===== src/rtl/cai_mctx_doorbell.sv =====
// Multi-context CAI doorbell controller: per-context submit ring config,
// doorbell latching, round-robin grant onto one valid/ready submit channel,
// and per-context completion coalescing into level interrupts.
module cai_mctx_doorbell #(
  parameter int N_CTX  = 4,
  parameter int ADDR_W = 64,
  parameter int RING_W = 32,
  parameter int CTX_W  = $clog2(N_CTX),
  parameter int COAL_W = 8,
  parameter int TMO_W  = 16
) (
  input  logic              clk,
  input  logic              rst_n,
  input  logic              cfg_we,
  input  logic [CTX_W-1:0]  cfg_ctx,
  input  logic [ADDR_W-1:0] cfg_base,
  input  logic [RING_W-1:0] cfg_size,
  output logic              cfg_err,
  output logic [N_CTX-1:0]  cfg_locked,
  input  logic              db_valid,
  input  logic [CTX_W-1:0]  db_ctx,
  output logic              sub_valid,
  input  logic              sub_ready,
  output logic [CTX_W-1:0]  sub_ctx,
  output logic [ADDR_W-1:0] sub_base,
  output logic [RING_W-1:0] sub_size,
  input  logic              comp_valid,
  input  logic [CTX_W-1:0]  comp_ctx,
  input  logic [COAL_W-1:0] coal_thresh,
  input  logic [TMO_W-1:0]  coal_tmo,
  output logic [N_CTX-1:0]  comp_irq,
  input  logic [N_CTX-1:0]  irq_ack
);

  typedef enum logic {S_IDLE, S_OFFER} state_t;

  state_t            state_q, state_d;
  logic [N_CTX-1:0]  pending_q, pending_d;
  logic [ADDR_W-1:0] base_q [N_CTX];
  logic [RING_W-1:0] size_q [N_CTX];
  logic [CTX_W-1:0]  rr_ptr_q;
  logic              err_q;

  logic              vld_p1;
  logic [CTX_W-1:0]  sub_ctx_p1;
  logic [ADDR_W-1:0] sub_base_p1;
  logic [RING_W-1:0] sub_size_p1;

  logic [N_CTX-1:0]  locked_c, db_hit, db_set, cfg_wr, comp_hit, hs_clr;
  logic              db_rej, cfg_rej, handshake;

  logic              grant_vld;
  logic [CTX_W-1:0]  grant_idx, idx;
  logic [ADDR_W-1:0] grant_base;
  logic [RING_W-1:0] grant_size;

  logic [COAL_W-1:0] cnt_q [N_CTX];
  logic [COAL_W-1:0] cnt_inc [N_CTX];
  logic [COAL_W-1:0] cnt_d [N_CTX];
  logic [TMO_W-1:0]  tmr_q [N_CTX];
  logic [TMO_W-1:0]  tmr_d [N_CTX];
  logic [N_CTX-1:0]  fire, irq_q;
  logic [COAL_W-1:0] thresh_eff;

  // Saturating +1 so a flood of completions cannot wrap the counter.
  function automatic logic [COAL_W-1:0] sat_inc(input logic [COAL_W-1:0] v,
                                                input logic inc);
    if (inc && (v != {COAL_W{1'b1}})) return v + COAL_W'(1);
    return v;
  endfunction

  // Round-robin pointer advance past the context just served.
  function automatic logic [CTX_W-1:0] ctx_next(input logic [CTX_W-1:0] c);
    if (int'(c) >= N_CTX - 1) return '0;
    return c + CTX_W'(1);
  endfunction

  assign handshake  = vld_p1 & sub_ready;
  assign sub_valid  = vld_p1;
  assign sub_ctx    = sub_ctx_p1;
  assign sub_base   = sub_base_p1;
  assign sub_size   = sub_size_p1;
  assign cfg_err    = err_q;
  assign cfg_locked = locked_c;
  assign comp_irq   = irq_q;

  // Per-context decode of config writes, doorbells, completions and handshake.
  always_comb begin
    locked_c = '0;
    db_hit   = '0;
    db_set   = '0;
    cfg_wr   = '0;
    comp_hit = '0;
    hs_clr   = '0;
    for (int i = 0; i < N_CTX; i++) begin
      locked_c[i] = pending_q[i] | (vld_p1 & (sub_ctx_p1 == CTX_W'(i)));
      db_hit[i]   = db_valid & (db_ctx == CTX_W'(i));
      db_set[i]   = db_hit[i] & (size_q[i] != '0);
      cfg_wr[i]   = cfg_we & (cfg_ctx == CTX_W'(i)) & ~locked_c[i] & ~db_hit[i];
      comp_hit[i] = comp_valid & (comp_ctx == CTX_W'(i));
      hs_clr[i]   = handshake & (sub_ctx_p1 == CTX_W'(i));
    end
    db_rej    = db_valid & ~(|db_set);
    cfg_rej   = cfg_we & ~(|cfg_wr);
    // A doorbell landing with the handshake of its own context keeps it pending.
    pending_d = (pending_q & ~hs_clr) | db_set;
  end

  // Arbiter next state and round-robin search starting at rr_ptr.
  always_comb begin
    state_d    = state_q;
    grant_vld  = 1'b0;
    grant_idx  = '0;
    grant_base = '0;
    grant_size = '0;
    idx        = '0;
    for (int k = 0; k < N_CTX; k++) begin
      idx = CTX_W'((int'(rr_ptr_q) + k) % N_CTX);
      if (!grant_vld && pending_q[idx]) begin
        grant_vld  = 1'b1;
        grant_idx  = idx;
        grant_base = base_q[idx];
        grant_size = size_q[idx];
      end
    end
    case (state_q)
      S_IDLE:  if (grant_vld) state_d = S_OFFER;
      S_OFFER: if (sub_ready) state_d = S_IDLE;
      default: state_d = S_IDLE;
    endcase
  end

  // Arbiter state, pending set and the registered submit offer.
  always_ff @(posedge clk or negedge rst_n) begin
    if (!rst_n) begin
      state_q     <= S_IDLE;
      pending_q   <= '0;
      rr_ptr_q    <= '0;
      vld_p1      <= 1'b0;
      sub_ctx_p1  <= '0;
      sub_base_p1 <= '0;
      sub_size_p1 <= '0;
    end else begin
      state_q   <= state_d;
      pending_q <= pending_d;
      // stage p1: offer registered from the grant, held until accepted
      if (state_q == S_IDLE && grant_vld) begin
        vld_p1      <= 1'b1;
        sub_ctx_p1  <= grant_idx;
        sub_base_p1 <= grant_base;
        sub_size_p1 <= grant_size;
      end else if (handshake) begin
        vld_p1   <= 1'b0;
        rr_ptr_q <= ctx_next(sub_ctx_p1);
      end
    end
  end

  // Ring configuration storage and the rejection pulse.
  always_ff @(posedge clk or negedge rst_n) begin
    if (!rst_n) begin
      err_q <= 1'b0;
      for (int i = 0; i < N_CTX; i++) begin
        base_q[i] <= '0;
        size_q[i] <= '0;
      end
    end else begin
      err_q <= db_rej | cfg_rej;
      for (int i = 0; i < N_CTX; i++) begin
        if (cfg_wr[i]) begin
          base_q[i] <= cfg_base;
          size_q[i] <= cfg_size;
        end
      end
    end
  end

  // Coalescing decision: count threshold or idle timeout per context.
  always_comb begin
    thresh_eff = (coal_thresh == '0) ? COAL_W'(1) : coal_thresh;
    for (int i = 0; i < N_CTX; i++) begin
      cnt_inc[i] = sat_inc(cnt_q[i], comp_hit[i]);
      fire[i]    = (cnt_inc[i] >= thresh_eff) |
                   ((coal_tmo != '0) & (cnt_q[i] != '0) &
                    (tmr_q[i] == coal_tmo - TMO_W'(1)));
      cnt_d[i]   = fire[i] ? '0 : cnt_inc[i];
      tmr_d[i]   = (fire[i] | comp_hit[i] | (cnt_q[i] == '0)) ? '0
                                                               : tmr_q[i] + TMO_W'(1);
    end
  end

  // Coalescing counters, timers and level interrupts (fire beats ack).
  always_ff @(posedge clk or negedge rst_n) begin
    if (!rst_n) begin
      irq_q <= '0;
      for (int i = 0; i < N_CTX; i++) begin
        cnt_q[i] <= '0;
        tmr_q[i] <= '0;
      end
    end else begin
      irq_q <= fire | (irq_q & ~irq_ack);
      for (int i = 0; i < N_CTX; i++) begin
        cnt_q[i] <= cnt_d[i];
        tmr_q[i] <= tmr_d[i];
      end
    end
  end

endmodule

===== config.mk =====
export PLATFORM = sky130hd
export DESIGN_NAME = cai_mctx_doorbell
export DESIGN_NICKNAME = d
export VERILOG_FILES = /design/src/rtl/cai_mctx_doorbell.sv
export SDC_FILE = /design/constraint.sdc
export NUM_CORES = 1
export LEC_CHECK = 0
export ABC_CLOCK_PERIOD_IN_PS = 3900
export CORE_ASPECT_RATIO = 2
export CORE_UTILIZATION = 45
export CTS_CLUSTER_DIAMETER = 30
export DETAILED_ROUTE_END_ITERATION = 8
export SETUP_SLACK_MARGIN = 0.1
export SLEW_MARGIN = 30
export SYNTH_ARGS = -nofsm -noshare
export SYNTH_HDL_FRONTEND = slang
export SYNTH_SLANG_ARGS = --single-unit

===== constraint.sdc =====
create_clock -name clk -period 3.9 [get_ports clk]
set_input_delay 0.78 -clock clk [delete_from_list [all_inputs] [get_ports clk]]
set_output_delay 0.78 -clock clk [all_outputs]
set_load 0.005 [all_outputs]

; Word level (Yosys, flattened, before mapping)
; Cells that the tools add are included.
[word_totals]
reg_bits = 591
output_inout_bits = 108
word_cells = 265
[classes]
n_addsub = 13
magnitude_cmp = 13
n_eq_ne = 20
n_mux = 79
n_bitwise = 82
reduce_logical = 33
[op_table]
columns = operator, count
row1 = two-way mux 64 bit, 12
row2 = binary-select mux 64 bit (select 2 bit), 4
row3 = two-way mux 32 bit, 12
row4 = binary-select mux 32 bit (select 2 bit), 4
row5 = nonzero test 32 bit, 4
row6 = two-way mux 8 bit, 13
row7 = "adder 16 x 1 -> 16 bit, second input constant", 4
row8 = == test 16 bit, 4
row9 = two-way mux 16 bit, 4
row10 = AND 1 bit, 43
row11 = zero test 8 bit, 5
row12 = "adder 8 x 1 -> 8 bit, second input constant", 4
row13 = greater-or-equal comparator 8 bit, 4
row14 = "inequality test 8 bit, second input constant", 4
row15 = nonzero test 8 bit, 4
row16 = two-way mux 1 bit, 19
row17 = bitwise OR 1 bit, 17
row18 = "== test 2 bit, second input constant", 8
row19 = nonzero test 16 bit, 1
row20 = "subtractor 16 x 1 -> 16 bit, second input constant", 1
row21 = "greater-or-equal comparator 3 bit, second input constant", 4
row22 = "less-than comparator 2 x 3 -> 1 bit, second input constant", 4
row23 = two-way mux 2 bit, 6
row24 = inverter 1 bit, 12
row25 = other kinds (16), 43

; Logic depth before layout (Yosys ltp)
[depth]
word_depth = 15
ltp_mapped = 14
ltp_nobuf = 13

; Least setup slack after synthesis
; Ideal clock, no wire load.
[synth_timing]
path_kind = input port to flip-flop
startpoint = input port coal_tmo[0]
endpoint = register tmr_q[52] (netlist bit)
t_arrival_ns = 3.463
required_time_ns = 3.759
slack_ns = 0.296
cell_stages = 11
n_path_buf = 2
path_cell_list = buf_2 > inv_1 > ha_1 > or3b_2 > nor3_2 > xor3_1 > a2111oi_0 > nand4_1 > nor2_1 > clkbuf_1 > nor4_1
[synth_rtl]
columns = item, line_no
row1 = start: declaration, 30  ; input logic [TMO_W-1:0] coal_tmo,
row2 = end signal: indexed assignment, 204  ; tmr_q[i] <= tmr_d[i];
row3 = end: declaration, 60  ; logic [TMO_W-1:0] tmr_q [N_CTX];

==> flow_summary.json <==
{
  "status": "complete, no violations",
  "synth.area.top_cells": "dfrtp_1, mux2_2, mux4_2, mux2i_1, xnor2_1",
  "die_h_um": 394,
  "drc": 0,
  "vias": 25900,
  "rsz0062_at_grt": "true",
  "die_x_um": 198,
  "grt_overflow": 0,
  "hold_class": "input pin to asynchronous set/reset pin",
  "first_pass_iters": 7,
  "path_clk_slew_ns": 0.05,
  "synth_cell_types": 68,
  "clock_sinks": 591,
  "final_cells": 4281,
  "cap_violations": 0,
  "place_ws_ns": -0.471,
  "synth_nets": 3068,
  "grt_usage": 0.269,
  "crit-reg2reg-capture": "tmr_q[15]",
  "tritoncts": "built",
  "r2r_start": "cnt_q[0]",
  "synth_edf_count": 0,
  "fin_crit_sh": 0.942,
  "hpwlAfterDp_mm": 68.0,
  "start_util": 0.456,
  "layout.nets": 3358,
  "clock_latency_ns": 0.68,
  "rrSetupSlack_ns": 0.29,
  "dp_cells": 4080,
  "grt_pass1_vias": 27900,
  "cp-end-kind": "flop",
  "power_uw": 37500,
  "ir_worst_vdd_mv": 0.661,
  "async_flop_share": 1.00,
  "cts-hold-fix-buffers": 0,
  "required_ns": 4.47,
  "ys_warn_count": 0,
  "cts_made_buffers": 106,
  "synth_top_area_cell": "dfrtp_1",
  "ys.flop_type": "dfrtp_1",
  "postRouteAntennaNets": 0,
  "p_per_area_nw_per_um2": 876,
  "slew_headroom": 0.294,
  "grt_max_degree": 118,
  "synth_cells": 2883,
  "viasPerCell": 6.04,
  "synth_top_area_frac": 0.427,
  "io_buffers": 243,
  "rows": 143,
  "core_um2": 76000,
  "htreeDepth": 3,
  "clk_path_buf_depth": 3,
  "layout-drive-gt1-share": 0.322,
  "finalClockSkew_ns": 0.0285,
  "antenna_found_initial": 8,
  "synthTopCellsByCount": "dfrtp_1, mux2_2, mux4_2, clkbuf_1, nand2_1",
  "path_class": "input pin to flop",
  "cp.arrival_ns": 4.24,
  "setup_viol": 0,
  "period_needed_ns": 3.67,
  "gp_congestion": 0.908,
  "grt_pass1_wl_mm": 162,
  "syn_avg_cell_area_um2": 12.0,
  "wl_mm": 103,
  "area_delta_synth_final_pct": 23.7,
  "ys_seq_area_frac": 0.427,
  "power.leakage_uw": 0.0180,
  "critPathMaxFanout": 16,
  "utilization": 0.564,
  "setup_slack_ns": 0.227,
  "synthesis.area_um2": 34600,
  "io_pins": 244,
  "cts_root_buffer": "clkbuf_16",
  "first_iter_violations": 1337,
  "slew_viol_final": 0,
  "synth-seq-cells": 591,
  "cts_setup_buffers": 0,
  "hold_viol": 0,
  "fmax_mhz": 272,
  "wire_per_inst_um": 24.0,
  "dieArea_um2": 78200,
  "yosysMostFrequentCell": "dfrtp_1",
  "start_kind": "input pin",
  "r2r_cells": 13,
  "worst_pin_slew_ns": 1.05
}
## placed cells by master, fill, tap and decap left out, types with 44 or more instances in the layout
master and instances:
a221oi_1 95, buf_4 136, clkbuf_16 111, clkdlybuf4s50_1 242, dfrtp_1 589, ha_1 49, inv_1 140, mux2_2 482
mux2i_1 98, mux4_2 192, nand2_1 170, nor2_1 53, nor3_1 49, nor4_1 74, o21ai_0 121, o22ai_1 99
xnor2_1 102, xor2_1 44
## metal layers
metal,vias up,GRT usage,part of all wire
li1,11500,-,-
met1,13300,0.303,0.37
met2,783,0.465,0.51
met3,284,0.0624,0.062
met4,14,0.148,0.052
met5,-,0,0.00089
## sequential cells by signal (all words and copies together), names as in the netlist
register,count
base_q,256
cfg_err,1
cnt_q,32
comp_irq,4
pending_q,4
rr_ptr_q,2
size_q,128
state_q,1
sub_base,64
sub_ctx,2
sub_size,32
sub_valid,1
tmr_q,64
## stage by stage
step	hold WS, ns	cell area, um^2	setup TNS, ns
floorplan	0.461	34600	0
global placement	0.467	39000	-21.44
detailed placement	0.472	39000	-22.13
CTS	0.0332	42800	0
global route	0.0626	42900	0
finish	0.0328	42900	0
## cell families (layout without fill, tap and decap cells)
kind of cell,after synthesis,after routing,share of synthesized area
AO/OA/AOI/OAI,406,406,0.0788
XOR/XNOR,154,154,0.0418
adder cells (fa/ha/maj),49,49,0.0177
buffers and inverters,360,742,0.0404
flip-flops,591,591,0.427
multiplexers,772,772,0.310
other,0,1,0
AND/OR/NAND/NOR,551,551,0.0847
## layout make-up
type                    instances  area, um^2
diodes                          1        2.50
clock buffers                 127        2920
clock inverters                73         891
fillers                      6450       33200
inverters                     140         526
multi-input cells            1932       18500
flip-flops and latches        591       14800
well taps                    1015        1270
repair buffers                402        3920
## worst max path at each step
stage           startpoint           to  slack (ns)
6_report       comp_ctx[1]    tmr_q[15]        0.23
5_1_grt          cnt_q[10]    tmr_q[25]         0.1
4_1_cts           cnt_q[0]    tmr_q[14]        0.18
3_5_place_dp   comp_ctx[1]    tmr_q[13]       -0.47
3_3_place_gp   comp_ctx[0]  comp_irq[3]       -0.46
2_1_floorplan  coal_tmo[0]    tmr_q[52]        0.30
## worst max-delay path, stage by stage
cell,delay [ns]
clkdlybuf4s50_1,0.53
and3_1,0.24
o21ai_1,0.16
inv_1,0.14
nand4_1,0.22
nor2_1,0.17
xor2_1,0.22
ha_1,0.27
o21ai_0,0.07
o21ai_0,0.11
o31a_1,0.37
a311o_1,0.53
buf_12,0.23
nor3_1,0.20
## timing repair
action,4_1_cts,5_1_grt
hold endpoints to repair,0,0
resized for setup,0,3
endpoints found under the setup margin,0,28
## power by group
group | internal, uW | switching, uW
Sequential | 8720 | 2790
Combinational | 8930 | 7320
Clock | 6370 | 3410
Total | 24000 | 13500
Note: power is estimated with default switching activity, not from simulation.
